$ cat src/rtl/multibyte_add_ctrl_pkg.sv
// Shared constants for the byte-serial adder: FSM state encoding and slice width.
package multibyte_add_ctrl_pkg;

  localparam int SLICE_W = 8;

  localparam logic [1:0] S_IDLE = 2'd0;
  localparam logic [1:0] S_RUN  = 2'd1;
  localparam logic [1:0] S_DONE = 2'd2;

endpackage

$ cat src/rtl/multibyte_add_ctrl_add8_ci.sv
// Combinational 8-bit adder slice with carry-in; also exposes the carry into bit 7
// so the controller can derive signed overflow of the most significant slice.
module add8_ci
  import multibyte_add_ctrl_pkg::*;
(
  input  logic [SLICE_W-1:0] a,
  input  logic [SLICE_W-1:0] b,
  input  logic               cin,
  output logic [SLICE_W-1:0] s,
  output logic               cout,
  output logic               c7
);

  logic [SLICE_W:0]   w_sum;
  logic [SLICE_W-1:0] w_low;

  assign w_sum = {1'b0, a} + {1'b0, b} + {{SLICE_W{1'b0}}, cin};
  assign w_low = {1'b0, a[SLICE_W-2:0]} + {1'b0, b[SLICE_W-2:0]} + {{(SLICE_W-1){1'b0}}, cin};

  assign s    = w_sum[SLICE_W-1:0];
  assign cout = w_sum[SLICE_W];
  assign c7   = w_low[SLICE_W-1];

endmodule

$ cat src/rtl/multibyte_add_ctrl.sv
// Byte-serial wide add/subtract: one shared 8-bit slice walks the operands LSB byte
// first, rippling the carry through a register between cycles.
module multibyte_add_ctrl
  import multibyte_add_ctrl_pkg::*;
#(
  parameter int BYTES = 4
) (
  input  logic                   clk,
  input  logic                   rst,
  input  logic                   start,
  input  logic                   sub,
  input  logic [SLICE_W*BYTES-1:0] op_a,
  input  logic [SLICE_W*BYTES-1:0] op_b,
  output logic                   ready,
  output logic                   busy,
  output logic                   done,
  output logic [SLICE_W*BYTES-1:0] result,
  output logic                   cout,
  output logic                   ovf
);

  localparam int IDX_W = $clog2(BYTES);
  localparam logic [IDX_W-1:0] LAST_IDX = IDX_W'(BYTES - 1);

  logic [1:0]                         r_state;
  logic [IDX_W-1:0]                   r_idx;
  logic                               r_carry;
  logic                               r_cout;
  logic                               r_ovf;
  logic [BYTES-1:0][SLICE_W-1:0]      r_a;
  logic [BYTES-1:0][SLICE_W-1:0]      r_b;
  logic [BYTES-1:0][SLICE_W-1:0]      r_result;

  logic [SLICE_W-1:0] w_s;
  logic               w_cout;
  logic               w_c7;
  logic               w_accept;

  assign w_accept = (r_state == S_IDLE) && start;

  add8_ci u_slice (
    .a    (r_a[r_idx]),
    .b    (r_b[r_idx]),
    .cin  (r_carry),
    .s    (w_s),
    .cout (w_cout),
    .c7   (w_c7)
  );

  // NOTE: operand registers carry no reset; every accepted start reloads them before use,
  // so a reset term would only add a mux in front of every bit.
  always_ff @(posedge clk) begin
    if (w_accept && !rst) begin
      r_a <= op_a;
      r_b <= sub ? ~op_b : op_b;
    end
  end

  // NOTE: all sequential state uses non-blocking assignments so every register samples
  // pre-edge values, independent of statement order.
  always_ff @(posedge clk) begin
    if (rst) begin
      r_state  <= S_IDLE;
      r_idx    <= '0;
      r_carry  <= 1'b0;
      r_cout   <= 1'b0;
      r_ovf    <= 1'b0;
      r_result <= '0;
    end else begin
      case (r_state)
        S_IDLE: begin
          if (start) begin
            r_carry <= sub;
            r_idx   <= '0;
            r_state <= S_RUN;
          end
        end
        S_RUN: begin
          r_result[r_idx] <= w_s;
          r_carry         <= w_cout;
          if (r_idx == LAST_IDX) begin
            r_idx   <= '0;
            r_cout  <= w_cout;
            r_ovf   <= w_c7 ^ w_cout;
            r_state <= S_DONE;
          end else begin
            r_idx <= r_idx + IDX_W'(1);
          end
        end
        S_DONE:  r_state <= S_IDLE;
        default: r_state <= S_IDLE;
      endcase
    end
  end

  assign ready  = (r_state == S_IDLE);
  assign busy   = (r_state == S_RUN);
  assign done   = (r_state == S_DONE);
  assign result = r_result;
  assign cout   = r_cout;
  assign ovf    = r_ovf;

endmodule

$ cat config.mk
export PLATFORM = sky130hd
export DESIGN_NAME = multibyte_add_ctrl
export DESIGN_NICKNAME = d
export VERILOG_FILES = /design/src/rtl/multibyte_add_ctrl_pkg.sv /design/src/rtl/multibyte_add_ctrl_add8_ci.sv /design/src/rtl/multibyte_add_ctrl.sv
export SDC_FILE = /design/constraint.sdc
export NUM_CORES = 1
export LEC_CHECK = 0
export CAP_MARGIN = 20
export CORE_MARGIN = 3
export CORE_UTILIZATION = 45
export DETAILED_ROUTE_END_ITERATION = 6
export GPL_TIMING_DRIVEN = 0
export PLACE_DENSITY_LB_ADDON = 0.25
export SLEW_MARGIN = 20
export SYNTH_ARGS = -nofsm -noshare
export SYNTH_HDL_FRONTEND = slang
export SYNTH_SLANG_ARGS = --single-unit
$ cat constraint.sdc
create_clock -name clk -period 3.9 [get_ports clk]
set_clock_uncertainty 0.1 [all_clocks]
set_input_delay 0.39 -clock clk [delete_from_list [all_inputs] [get_ports clk]]
set_output_delay 0.39 -clock clk [all_outputs]
set_load 0.05 [all_outputs]
Word level (Yosys, flattened, before mapping):

Index checks and enable logic that the tools add are counted.

* memory bits (read-only): 0
* word-level logic and storage cells: 56
* RAM bits: 0
* memories kept: 0
* flip-flop bits (word level): 103
* latch bits: 0

* mux-type cells: 16
* shifts and indexed selects: 0
* bitwise operators: 2
* multipliers: 0
* equal/unequal tests: 5
* $lt $le $gt $ge: 2
* $add $sub $neg: 5
* div/mod/pow operators: 0
* reductions and logical operators: 9

Operator list (count)
* 8-bit binary-select mux with 2-bit select: 2
* 32-bit bitwise mux: 1
* 32-bit two-way mux: 1
* 32-bit inverter: 1
* 8-bit two-way mux: 3
* 8-bit demux with 2-bit select: 1
* 8-bit by 8-bit adder with 9-bit output: 1
* 9-bit by 1-bit adder with 9-bit output: 1
* 7-bit by 7-bit adder with 8-bit output: 1
* 8-bit by 1-bit adder with 8-bit output: 1
* 2-bit two-way mux: 4
* 2-bit case mux with 2 select lines: 2
* 2-bit AND reduction: 3
* 2-bit equality test, second input constant: 2
* 1-bit logical AND: 3
* 2-bit by 3-bit < comparator with 1-bit output, second input constant: 1
* 2-bit by 1-bit adder with 2-bit output, second input constant: 1
* 2-bit by 1-bit equality test with 1-bit output, second input constant: 1
* 2-bit by 1-bit greater-or-equal comparator with 1-bit output, second input constant: 1
* 2-bit zero test: 1
* 2-bit by 1-bit inequality test with 1-bit output, second input constant: 1
* 2-bit inequality test, second input constant: 1
* 1-bit case mux with 2 select lines: 1
* 2-bit nonzero test: 1
* other kinds (3): 3

Longest topological paths before layout:

* depth in word-level cells: 5
* mapped depth: 10

By module:

From an unflattened synthesis, not the netlist that was laid out.

* cell total of the unflattened synthesis: 347
* area, all modules: 4530.6 um^2

By module, submodules not included
* multibyte_add_ctrl: area an instance 4166.5 um^2, cells each 303, times used 1, sequential area each 2702.6 um^2
* add8_ci: area an instance 364.1 um^2, cells each 44, times used 1, sequential area each 0.0 um^2

Worst setup path before layout:

OpenSTA, ideal clock, no wires.

* path type: flip-flop to flip-flop
* start: register r_state[0]
* end: register r_a[0] in the netlist's numbering, enable pin
* clock period less this slack: 4.524 ns
* cell stages (with the launch flop): 4
* setup time: 0.487 ns
* arrival time: 3.937 ns
* setup slack: -0.624 ns
* path buffers: 0
* path through: dfxtp_1 -> nor2_1 -> nand2_1 -> nor2_1

* cells in the longest elaborated chain, start to end: 3

Ends and longest elaborated chain
* from (decl): line multibyte_add_ctrl.sv:25 `logic [1:0] r_state;`
* from (signal assigned): line multibyte_add_ctrl.sv:63 `r_state <= S_IDLE;`
* from (signal assigned): line multibyte_add_ctrl.sv:75 `r_state <= S_RUN;`
* from (signal assigned): line multibyte_add_ctrl.sv:85 `r_state <= S_DONE;`
* 2-bit zero test
* via ready: line multibyte_add_ctrl.sv:14 `output logic ready,`
* 1-bit logical AND: line multibyte_add_ctrl.sv:39 `assign w_accept = (r_state == S_IDLE) && start;`
* 1-bit logical AND: line multibyte_add_ctrl.sv:53 `if (w_accept && !rst) begin`
* to (signal assigned): line multibyte_add_ctrl.sv:54 `r_a <= op_a;`
* to (decl): line multibyte_add_ctrl.sv:30 `logic [BYTES-1:0][SLICE_W-1:0] r_a;`

The timed path passes the listed nets, and every way through them passes these cells.
A chain may end at the register's enable or synchronous reset.

Worst setup path after layout:

* start: register r_idx[0]
* end: register r_result (netlist bit result[14])

* cells in the longest elaborated chain, start to end: 5
* elaborated cells on any way between the ends: 12

Ends and longest elaborated chain
* from (decl): line multibyte_add_ctrl.sv:26 `logic [IDX_W-1:0] r_idx;`
* from (signal assigned): line multibyte_add_ctrl.sv:87 `r_idx <= r_idx + IDX_W'(1);`
* 8-bit binary-select mux with 2-bit select, or another cell as far along: line multibyte_add_ctrl.sv:42 `.a (r_a[r_idx]),`
* 8-bit two-way mux (not written as such), or another cell as far along: line multibyte_add_ctrl.sv:42
* 8-bit by 8-bit adder with 9-bit output / 8-bit two-way mux (equally long branches): line multibyte_add_ctrl_add8_ci.sv:17, multibyte_add_ctrl.sv:79
* 9-bit by 1-bit adder with 9-bit output / 8-bit demux with 2-bit select (equally long branches): line multibyte_add_ctrl_add8_ci.sv:17, multibyte_add_ctrl.sv:79
* 32-bit bitwise mux *: line multibyte_add_ctrl.sv:79 `r_result[r_idx] <= w_s;`
* to (signal, indexed assignment): line multibyte_add_ctrl.sv:79
* to (decl): line multibyte_add_ctrl.sv:32 `logic [BYTES-1:0][SLICE_W-1:0] r_result;`

Mark *: on every way between the ends. The rest lies on a longest branch, timed or not. The select of a mux whose other input is x is not followed.

==> results by group <==
Status
  • Status: finished, final reports clean

Detailed routing
  • Vias: 2870
  • DR pass1 iterations: 4
  • Post-route ant nets: 0
  • Iteration-0 DRC Markers: 120
  • Routed vias/inst: 5.00
  • Drt wl/cell: 15.1 um
  • Routed WL: 8680 um
  • Drt drc: 0

Power
  • Pwr per Cell Area: 401 nW/um2
  • Worst vdd rail ir drop: 0.181 mV
  • Final Power: 2380 uW
  • Clock Power Share: 28.8%
  • Pint: 1760 uW
  • Switching share of power: 25.9%
  • Net load switching power: 616 uW
  • Pleak: 0.00217 uW
  • Reg power frac: 51.7%
  • Combinational Power Share: 19.5%

Flow run
  • Max-Cap Viols: 0

Layout
  • Most common cell after layout, fill and taps aside: clkdlybuf4s50_1
  • Final Instance Area: 5940 um2
  • Fraction of layout cells with a size suffix above 1: 12.1%
  • Fillers: 774
  • Commonest cells after routing, fill and taps aside: clkdlybuf4s50_1, edfxtp_1, dfxtp_1, xor2_1, nor2_1
  • Final nets: 521
  • Footprint of the multi-input gates: 1670 um2
  • ANT cells: 0
  • Reg area: 2700 um2
  • Area growth syn-to-layout: 32.2%
  • Final core utilization: 62.8%

Worst setup path
  • Worst reg-to-reg path cell count: 10
  • Reg2Reg Setup Slack: 650 ps
  • FF-to-FF Start: r_idx[0]
  • Reg2reg end: result[14]
  • Max Fanout on Critical Path: 10
  • Startpoint types: flop
  • Slowest CP cell: mux4_2
  • Crit-path most repeated cell: fa_1
  • Crit Path Class: flop to flop
  • WP data required: 4040 ps
  • CP Capture Point: result[14]
  • Max incr delay on CP: 600 ps
  • CP Capture Type: flop
  • CP Cell Sequence: buf_2 > mux4_2 > fa_1 > inv_1 > fa_1 > nand2b_1 > a21oi_2 > a31oi_1 > xor2_1 > o31ai_1
  • Worst setup path start: r_idx[0]
  • Worst EP arrival: 3390 ps

STA
  • FMAX: 307 MHz
  • RSZ-0062 raised after global routing: no
  • Final worst slack: 648 ps
  • Slew Limit Fails: 0
  • Period utilization: 83.4%
  • Final hold viol count: 0
  • Final TNS setup: 0 ps
  • Max-Slew Margin vs Limit: 59.0%
  • Final setup viols: 0
  • Fin crit period: 3250 ps
  • Worst-Margin Slew: 614 ps

Worst hold path
  • HP Class: input port to flop
  • Hold path start: rst
  • Min-Delay Path Depth: 2

Floorplanning
  • Initial Util: 47.5%
  • DIE WIDTH: 106 um
  • CORE AREA: 9460 um2
  • Die ar.: 11200 um2
  • I/O pin cnt: 105
  • DIE HEIGHT: 106 um
  • Cell Rows: 35

Logic synthesis
  • Yosys reg bits: 103
  • Synth warn: 0
  • Synthesized area: 4490 um2
  • Most used DFF post-synth: edfxtp_1
  • Mean post-synth cell area: 13.8 um2
  • Register area share after synthesis: 60.2%
  • Synth async-reset ratio: 0%
  • Post-Syn Instances: 325
  • Cell variety after synth: 40
  • Number of synthesized flops with an enable pin: 64
  • Synthesized net count: 406

Global route
  • Congestion Overflow GR: 0
  • GRT Overall Usage: 16.1%
  • Vias in the first global route: 2867
  • Initial antenna violation count: 0
  • First-pass GRT wire length: 14000 um
  • Pin count of the biggest net entering global routing: 30

Placement
  • GPL Wtd Cong: 0.796
  • Dpl ws: 610 ps
  • Hpwl dp: 6680 um
  • Area after DPL: 5730 um2
  • IO Port Bufs: 102

Clocking
  • Clk sinks: 103
  • TritonCTS clock tree: built
  • CTS resizes: 0
  • Post-CTS Setup Inserts: 0
  • Clk pin slew, worst setup/hold paths: 90 ps
  • Clock buffer depth: 2
  • CTS H-tree depth: 3
  • Cts hold-fix bufs: 0
  • Clock latency on the worst-skew pair: 360 ps
  • Root buf cell: clkbuf_8
  • Num CTS Buffers: 9
==> layout make-up <==
class,count,share of cell area [%]
buffer,21,1.75
clock buffer,12,2.65
clock inverter,4,0.885
inverter,6,0.379
multi-input combinational,195,28.1
sequential,103,45.5
tap,129,2.72
timing repair buffer,104,18.0
==> critical path, delay by kind of cell, from the launching register on <==
kind            cells  cell delay, ps
compound gates      3             440
flops               1             370
fa+ha+maj           2             670
buf+inv             2             430
simple gates        1             130
xor+xnor            1             410
mux                 1             600
==> flip-flops by register name, indices dropped and copies added, names as in the netlist <==
| signal | cells |
|---|---|
| r_a | 32 |
| r_b | 32 |
| result | 32 |
| r_idx | 2 |
| r_state | 2 |
| cout | 1 |
| ovf | 1 |
| r_carry | 1 |
==> Yosys cell counts, drive strengths merged (7+ instances only) <==
library cell   n  area share, %
mux4          16            8.0
nand3b         8            1.3
buf           14            1.7
a21oi         15            2.0
dfxtp         39             17
ha            11            3.1
nor2          34            2.8
mux2i         12            2.7
nand2         18            1.5
xor2          36            7.0
clkbuf         7           0.59
edfxtp        64             43
o31ai          8            1.3
==> routing by layer <==
metal  GRT usage (%)  up-vias  part of all wire [%]  routed length, um
met4            6.20        0                   1.5                130
met3            2.61       11                   5.8                502
met2            26.2      103                    48               4120
li1                -     1402                     -                  -
met5               0        -                     0                  0
met1            21.7     1354                    45               3920
==> cell families after synthesis <==
logic type | synth area share [%]
simple gates | 7.60
fa+ha+maj | 3.96
mux | 10.7
compound gates | 7.35
buf+inv | 2.81
xor+xnor | 7.41
flops | 60.2
==> metrics by stage <==
| step | std cells | hold WS, ps |
|---|---|---|
| 2_1_floorplan | 325 | 389 |
| 3_3_place_gp | 556 | 358 |
| 3_5_place_dp | 558 | 371 |
| 4_1_cts | 574 | 309 |
| 5_1_grt | 574 | 346 |
| 6_report | 574 | 330 |
==> how the worst min path moves through the flow <==
stage,end,slack (ps)
3_3_place_gp,result[24],360
2_1_floorplan,r_a[0],390
5_1_grt,result[27],350
6_report,result[27],330
4_1_cts,result[27],310
3_5_place_dp,result[24],370
==> power groups by stage <==
stage | Clock, uW | Combinational (uW) | Sequential [uW]
2_1_floorplan | 0 | 249 | 1300
3_3_place_gp | 0 | 452 | 1260
3_5_place_dp | 0 | 468 | 1260
4_1_cts | 704 | 470 | 1230
5_1_grt | 748 | 505 | 1240
6_report | 685 | 465 | 1230
Note: power is estimated with default switching activity, not from simulation.
